===== config.mk =====
export PLATFORM = sky130hd
export DESIGN_NAME = regsel_encoder_serializer_flat
export DESIGN_NICKNAME = d
export VERILOG_FILES = /design/src/rtl/regsel_encoder_serializer_if.sv /design/src/rtl/regsel_encoder_serializer.sv /design/src/flat_wrapper.sv
export SDC_FILE = /design/constraint.sdc
export NUM_CORES = 1
export LEC_CHECK = 0
export ABC_AREA = 1
export ABC_CLOCK_PERIOD_IN_PS = 2400
export CORE_MARGIN = 10
export CORE_UTILIZATION = 25
export DETAILED_ROUTE_END_ITERATION = 10
export PLACE_DENSITY = 0.53
export SLEW_MARGIN = 25
export SYNTH_ARGS = -nofsm -noshare
export SYNTH_HDL_FRONTEND = slang
export SYNTH_SLANG_ARGS = --single-unit
export TNS_END_PERCENT = 20

===== constraint.sdc =====
create_clock -name clk -period 2.4 [get_ports clk]
set_input_delay 0.36 -clock clk [delete_from_list [all_inputs] [get_ports clk]]
set_output_delay 0.36 -clock clk [all_outputs]
set_load 0.005 [all_outputs]

===== src/rtl/regsel_encoder_serializer_if.sv =====
// Handshake bundle between a bitmap producer, the encoder/serializer and the
// address consumer. The slave modport is the serializer's view.
interface regsel_encoder_serializer_if #(
    parameter int WIDTH = 32,
    parameter int AW    = 5
);
    logic             load_valid;
    logic             load_ready;
    logic [WIDTH-1:0] load_bits;
    logic             out_valid;
    logic             out_ready;
    logic [AW-1:0]    out_address;
    logic             out_last;
    logic             done;
    logic [WIDTH-1:0] pending;

    modport slave (
        input  load_valid, load_bits, out_ready,
        output load_ready, out_valid, out_address, out_last, done, pending
    );

    modport master (
        output load_valid, load_bits, out_ready,
        input  load_ready, out_valid, out_address, out_last, done, pending
    );
endinterface


===== src/rtl/regsel_encoder_serializer.sv =====
// Drains a multi-hot register-select bitmap as a stream of register addresses,
// lowest index first, one address per accepted handshake.
module regsel_encoder_serializer #(
    parameter int WIDTH = 32,
    parameter int AW    = 5
) (
    input  logic clk,
    input  logic reset,
    regsel_encoder_serializer_if.slave bus
);
    typedef enum logic {IDLE, DRAIN} state_t;

    state_t           state;
    logic [WIDTH-1:0] pending_q;
    logic             done_q;
    logic [AW-1:0]    low_idx;
    logic             single;

    // Scanning downwards lets the lowest set bit be the last one written.
    function automatic logic [AW-1:0] lowest_set(input logic [WIDTH-1:0] v);
        logic [AW-1:0] idx;
        idx = '0;
        for (int i = WIDTH - 1; i >= 0; i--) begin
            if (v[i]) idx = AW'(i);
        end
        return idx;
    endfunction

    assign low_idx = lowest_set(pending_q);
    assign single  = ((pending_q & (pending_q - WIDTH'(1))) == '0);

    always_ff @(posedge clk or posedge reset) begin
        if (reset) begin
            state     <= IDLE;
            pending_q <= '0;
            done_q    <= 1'b0;
        end else begin
            done_q <= 1'b0;
            case (state)
                IDLE: begin
                    if (bus.load_valid) begin
                        pending_q <= bus.load_bits;
                        if (bus.load_bits != '0) state  <= DRAIN;
                        else                     done_q <= 1'b1;
                    end
                end
                DRAIN: begin
                    if (bus.out_ready) begin
                        pending_q[low_idx] <= 1'b0;
                        if (single) begin
                            state  <= IDLE;
                            done_q <= 1'b1;
                        end
                    end
                end
                default: state <= IDLE;
            endcase
        end
    end

    // Address and last flag are forced low outside DRAIN so idle outputs are clean.
    assign bus.load_ready  = (state == IDLE);
    assign bus.out_valid   = (state == DRAIN);
    assign bus.out_address = (state == DRAIN) ? low_idx : '0;
    assign bus.out_last    = (state == DRAIN) && single;
    assign bus.done        = done_q;
    assign bus.pending     = pending_q;
endmodule


===== src/flat_wrapper.sv =====
// flat-port wrapper written by rule: the top's interface ports become plain ports
module regsel_encoder_serializer_flat 
#(
    parameter int WIDTH = 32,
    parameter int AW    = 5
)
  (clk, reset, bus_load_valid, bus_load_bits, bus_out_ready, bus_load_ready, bus_out_valid, bus_out_address, bus_out_last, bus_done, bus_pending);
  regsel_encoder_serializer_if #(.WIDTH(WIDTH), .AW(AW)) bus_i ();
  input  logic clk;
  input  logic reset;
  input wire logic [$bits(bus_i.load_valid)-1:0] bus_load_valid;
  input wire logic [$bits(bus_i.load_bits)-1:0] bus_load_bits;
  input wire logic [$bits(bus_i.out_ready)-1:0] bus_out_ready;
  output wire logic [$bits(bus_i.load_ready)-1:0] bus_load_ready;
  output wire logic [$bits(bus_i.out_valid)-1:0] bus_out_valid;
  output wire logic [$bits(bus_i.out_address)-1:0] bus_out_address;
  output wire logic [$bits(bus_i.out_last)-1:0] bus_out_last;
  output wire logic [$bits(bus_i.done)-1:0] bus_done;
  output wire logic [$bits(bus_i.pending)-1:0] bus_pending;
  assign bus_i.load_valid = bus_load_valid;
  assign bus_i.load_bits = bus_load_bits;
  assign bus_i.out_ready = bus_out_ready;
  assign bus_load_ready = bus_i.load_ready;
  assign bus_out_valid = bus_i.out_valid;
  assign bus_out_address = bus_i.out_address;
  assign bus_out_last = bus_i.out_last;
  assign bus_done = bus_i.done;
  assign bus_pending = bus_i.pending;
  regsel_encoder_serializer #(.WIDTH(WIDTH), .AW(AW)) u_core (.clk(clk), .reset(reset), .bus(bus_i));
endmodule

==> results of run 1 <==
## logic make-up after synthesis
group | after synthesis | synth area share (%)
buf+inv | 72 | 10.8
flops | 34 | 34.1
compound gates | 101 | 22.5
simple gates | 184 | 32.6
## routing by layer
metal,global-route usage [%],vias to the layer above,part of all wire [%]
li1,-,1698,-
met1,17.0,1538,45
met2,24.8,71,49
met5,0,-,0
met3,2.91,14,4.6
met4,3.70,0,1.4
## cell usage in the layout, fill, tap and decap left out, drive strengths merged, types with 4 or more instances in the layout
master and instances:
buf 132, nor2 74, clkdlybuf4s50 71, nand2 69, inv 59, o21ai 46, a21oi 37, dfrtp 34
nand3 18, nor4 9, clkbuf 8, nand4 7, o211ai 6, nor3 6, a31oi 4
## how the worst min path moves through the flow
stage	end	slack [ns]	cells after the start
floorplan	u_core.bus.out_valid	0.45	1
global placement	u_core.bus.pending[7]	0.61	3
detailed placement	u_core.bus.pending[9]	0.63	3
CTS	u_core.bus.pending[27]	0.49	3
global route	u_core.bus.pending[27]	0.53	3
finish	u_core.bus.pending[27]	0.47	3
## power breakdown
group          switching, µW  internal [µW]
sequential              78.3            669
combinational            508            635
clock                    222            200
total                    808           1500
## sequential cells by signal (all words and copies together), names as in the netlist
register,count
u_core.bus.pending,32
u_core.bus.out_valid,1
u_core.bus.done,1
## per-stage QoR
step,cell area (µm²),TNS [ns],cells,total power [µW],setup WS [ns]
2_1_floorplan,2500,-0.0112,391,1140,-0.0112
3_3_place_gp,4200,-1.97,697,1860,-0.628
3_5_place_dp,4200,-2.35,697,1860,-0.747
4_1_cts,4410,-3.24,719,2300,-0.746
5_1_grt,4540,-5.35,725,2490,-0.960
6_report,4540,-3.20,725,2310,-0.723
## timing repair
| item | 4_1_cts | 5_1_grt |
|---|---|---|
| gates cloned | 0 | 0 |
| setup endpoints to repair | 8 | 10 |
| setup buffers | 15 | 8 |
| pin swaps | 4 | 12 |
| resized for setup | 22 | 24 |
| hold endpoints to repair | 0 | 0 |
## cell type report
| cell class | count | area, µm² | share of cell area, % |
|---|---|---|---|
| clock buffers | 7 | 76.3 | 1.68 |
| multi-input cells | 285 | 1460 | 32.1 |
| flip-flops and latches | 34 | 851 | 18.7 |
| repair buffers | 206 | 1760 | 38.8 |
| well taps | 133 | 166 | 3.67 |
| inverters | 60 | 228 | 5.02 |
## worst min-delay path, cell delays in order
cell and delay [ns]:
clkdlybuf4s50_1 0.39, inv_1 0.05, buf_4 0.40
==> impl_metrics.tcl, run 1 <==
set metrics [dict create \
    drt-initial-drc-count 148 \
    synth_area_per_cell_um2 6.38 \
    endpoint_kind "primary output" \
    portBuffers 76 \
    setup.worst_path.end "bus_out_last" \
    ctsRootBufferMaster "clkbuf_8" \
    worstMarginPinSlew_ns 0.513 \
    ioPinCount 77 \
    die_h_um 120 \
    clkTransAtPathRegs_ns 0.07 \
    netlist_top_cells_area "dfrtp_1, nand2_1, nor2_1" \
    drive_gt1_share_pct 29.9 \
    maxCapViolCount 0 \
    yosysTopAreaCellShare_pct 34.1 \
    status "finished, violations left" \
    postSynthCellCount 391 \
    cts_sinks 34 \
    wl_per_cell_um 14.3 \
    violations "setup timing" \
    cp_slowest_cell "dfrtp_1" \
    ys.warnings.count 0 \
    firstDrtPassIters 4 \
    netlist_area_um2 2500 \
    diodes 0 \
    power.ir.vdd_worst_uv 244 \
    insertion_delay_ns 0.29 \
    die-area_um2 14400 \
    antenna_found_initial 0 \
    syn_nets 427 \
    r2r_end "u_core.bus.pending[27]" \
    p_leak_uw 0.00211 \
    ys_seq_elements 34 \
    fin_crit_sh_pct 130 \
    worst_slack_ns -0.723 \
    rsz0062_at_grt "true" \
    fin_util_pct 46.6 \
    p_per_area_nw_per_um2 509 \
    cts_tree "done" \
    skew_ns 0.00345 \
    reg2reg_slack_ns -0.60 \
    critPathKind "flop to primary output" \
    crit_path_start_kind "flop" \
    grt_pass1_wl_mm 16.9 \
    rows 36 \
    worstPathMaxFanout 3 \
    core-area_um2 9730 \
    max-clock-path-buffers 2 \
    r2r-start "u_core.bus.pending[1]" \
    grt.overflow.total 0 \
    grt.total_usage_pct 14.1 \
    yosysUniqueCellTypes 27 \
    critPathTopFamily "simple AND/OR/NAND/NOR gates" \
    dp_hpwl_mm 7.84 \
    ys.flop_type "dfrtp_1" \
    fill_cells 1044 \
    yosysSeqAreaShare_pct 34.1 \
    path_cells "inv_2 -> nand2_2 -> nor2_4 -> inv_2 -> nor2_2 -> inv_2 -> nor2_4 -> inv_4 -> nor2_4 -> inv_2 -> nor2_4 -> nand3_2 -> nor3_4 -> buf_4 -> inv_2 -> nor2_4 -> nor2_1 -> inv_1 -> nand4_1 -> nor3_2 -> buf_2" \
    cp.depth 21 \
    wl_mm 10.4 \
    worstPathRequired_ns 2.04 \
    timing.hold.ws_ns 0.470 \
    numCtsBuffers 5 \
    post_drt_via_cell_ratio 4.58 \
    finalHoldViolations 0 \
    min_period_ns 3.12 \
    reg2regPathDepth 28 \
    hold_class "input port to async pin" \
    setup_viol 9 \
    cp-startpoint "u_core.bus.pending[1]" \
    path_buf_inv 9 \
    cpPeakStageDelay_ns 0.39 \
    via_count 3321 \
    htree_levels 2 \
    synth_top_cell_by_area "dfrtp_1" \
    ctsHoldBuffers 0 \
    synth_most_common_cell "nand2_1" \
    antenna_left 0 \
    relSlewSlack_pct 65.5 \
    synthTopCellsByCount "nand2_1, nor2_1, inv_1" \
    grt_pass1_vias 3506 \
    postSynth.asyncResetShare_pct 100 \
    drc 0 \
    areaGrowthSynthToFinish_pct 81.8 \
    fmax_ghz 0.320 \
    place.gp.congestion 0.908 \
    drv_slew 0 \
    grt_max_degree 39 \
    finalNetCount 628 \
    arrival_ns 2.76 \
    synth-edff-count 0 \
    start_util_pct 25.7 \
    fp.dieW_um 120 \
]
Note: power is estimated with default switching activity, not from simulation.
==> run 2: changes to the inputs <==
- CORE_UTILIZATION: 25 -> 43
- PLACE_DENSITY: 0.53 -> 0.8
==> impl_metrics.tcl, run 2 (synthesis results as in run 1) <==
set metrics [dict create \
    worst_slack_ns -0.673 \
    finalPower_uw 2440 \
    relSlewSlack_pct 64.0 \
    rsz0062_at_grt "true" \
    grt_pass1_vias 3501 \
    comb_power_share_pct 47.5 \
    fp.dieW_um 96.2 \
    status "finished, violations left" \
    portBuffers 76 \
    htree_levels 2 \
    maxCapViolCount 0 \
    cts_sinks 34 \
    diodes 0 \
    cts_tree "done" \
    crit_path_start_kind "flop" \
    drc 0 \
    min_period_ns 3.07 \
    sw_frac_of_total_pct 34.0 \
    drv_slew 0 \
    post_dp_cell_area_um2 4060 \
    worstPathRequired_ns 2.04 \
    dp_hpwl_mm 7.47 \
    finalNetCount 610 \
    critPathKind "flop to primary output" \
    preCtsSetupSlack_ns -0.803 \
    skew_ns 0.00431 \
    cp-startpoint "u_core.bus.pending[27]" \
    post_drt_via_cell_ratio 5.41 \
    p_per_area_nw_per_um2 562 \
    antenna_found_initial 0 \
    r2r-start "u_core.bus.pending[27]" \
    timing.hold.ws_ns 0.470 \
    rows 27 \
    final_cell_mix "buf_4, clkdlybuf4s50_1, nand2_1, nor2_1, inv_1" \
    start_util_pct 44.8 \
    max-clock-path-buffers 2 \
    die_h_um 96.2 \
    power.ir.vdd_worst_uv 306 \
    firstDrtPassIters 5 \
    grt_pass1_wl_mm 16.0 \
    pwr-share-seq_pct 30.6 \
    ctsRootBufferMaster "clkbuf_8" \
    pwr-share-clk_pct 21.9 \
    numCtsBuffers 5 \
    fin_util_pct 77.8 \
    arrival_ns 2.71 \
    via_count 3503 \
    die-area_um2 9250 \
    insertion_delay_ns 0.29 \
    place.gp.congestion 0.963 \
    final_common_cell "buf_4" \
    grt.overflow.total 0 \
    wl_mm 10.4 \
    grt_max_degree 35 \
    p_leak_uw 0.00203 \
    internal_power_uw 1610 \
    worstMarginPinSlew_ns 0.535 \
    hold_class "input port to async pin" \
    fmax_ghz 0.325 \
    worstPathMaxFanout 4 \
    violations "setup timing" \
    antenna_left 0 \
    ctsHoldBuffers 0 \
    finalHoldViolations 0 \
    final_cell_area_um2 4330 \
    wl_per_cell_um 16.1 \
    switching_power_uw 829 \
    endpoint_kind "primary output" \
    core-area_um2 5570 \
    largest_reg_flops 32 \
    areaGrowthSynthToFinish_pct 73.6 \
    ioPinCount 77 \
    grt.total_usage_pct 21.5 \
    clkTransAtPathRegs_ns 0.07 \
    setup_viol 8 \
    fin_crit_sh_pct 128 \
    drt-initial-drc-count 353 \
    drive_gt1_share_pct 27.8 \
]
run 2: worst max-delay path: stages, from the launching register on:
cell and delay, ns:
dfrtp_1 0.43, buf_4 0.15, buf_4 0.13, nor2_2 0.13, inv_1 0.08, nand2_1 0.07, o211ai_1 0.11, a211oi_2 0.22
o211ai_1 0.14, nor4_2 0.18, o2111ai_1 0.16, nor2_1 0.17, nand4_1 0.11, nor3_2 0.19, buf_2 0.16
run 2: path summary, 6_finish.rpt:
path | to | slack, ns | depth (start not counted)
setup / recovery | bus_out_last | -0.67 | 14
setup reg to reg | u_core.bus.done | -0.59 | 20
hold / removal | u_core.bus.pending[0] | 0.47 | 3
min in group clk | u_core.bus.pending[15] | 0.66 | 2
max in group asynchronous | u_core.bus.pending[18] | 1.61 | 3
hold reg to reg | u_core.bus.pending[15] | 0.66 | 2
run 2: power groups by stage:
stage	registers [µW]	clock network (µW)	logic (µW)
after floorplan	810	0	329
after global placement	746	0	1070
after detailed placement	752	0	1090
after CTS	742	535	1120
after global routing	758	554	1260
final	746	533	1160
run 2: area by class of cell:
| class | count | area [µm²] |
|---|---|---|
| well taps | 72 | 90.1 |
| fillers | 392 | 1240 |
| multi-input cells | 285 | 1470 |
| clock inverters | 1 | 30.0 |
| flip-flops and latches | 34 | 851 |
| inverters | 60 | 228 |
| clock buffers | 7 | 76.3 |
| repair buffers | 188 | 1590 |
run 2: repair_timing:
item                                    CTS  global route
endpoints found under the setup margin    8             9
pin swaps                                 6             8
buffers inserted                          8             3
gates resized for setup                  24            15
run 2: stage by stage:
step	TNS, ns	std cells
final	-3.91	647
after global placement	-1.75	628
after floorplan	-0.0112	391
after global routing	-5.43	647
after detailed placement	-2.39	628
after CTS	-3.85	644
run 2: metal layers:
| metal | GRT usage (%) | part of all wire [%] |
|---|---|---|
| met5 | 0 | 0 |
| met4 | 9.09 | 3.6 |
| met3 | 3.81 | 7.5 |
| met2 | 36.6 | 49 |
| met1 | 25.9 | 40 |
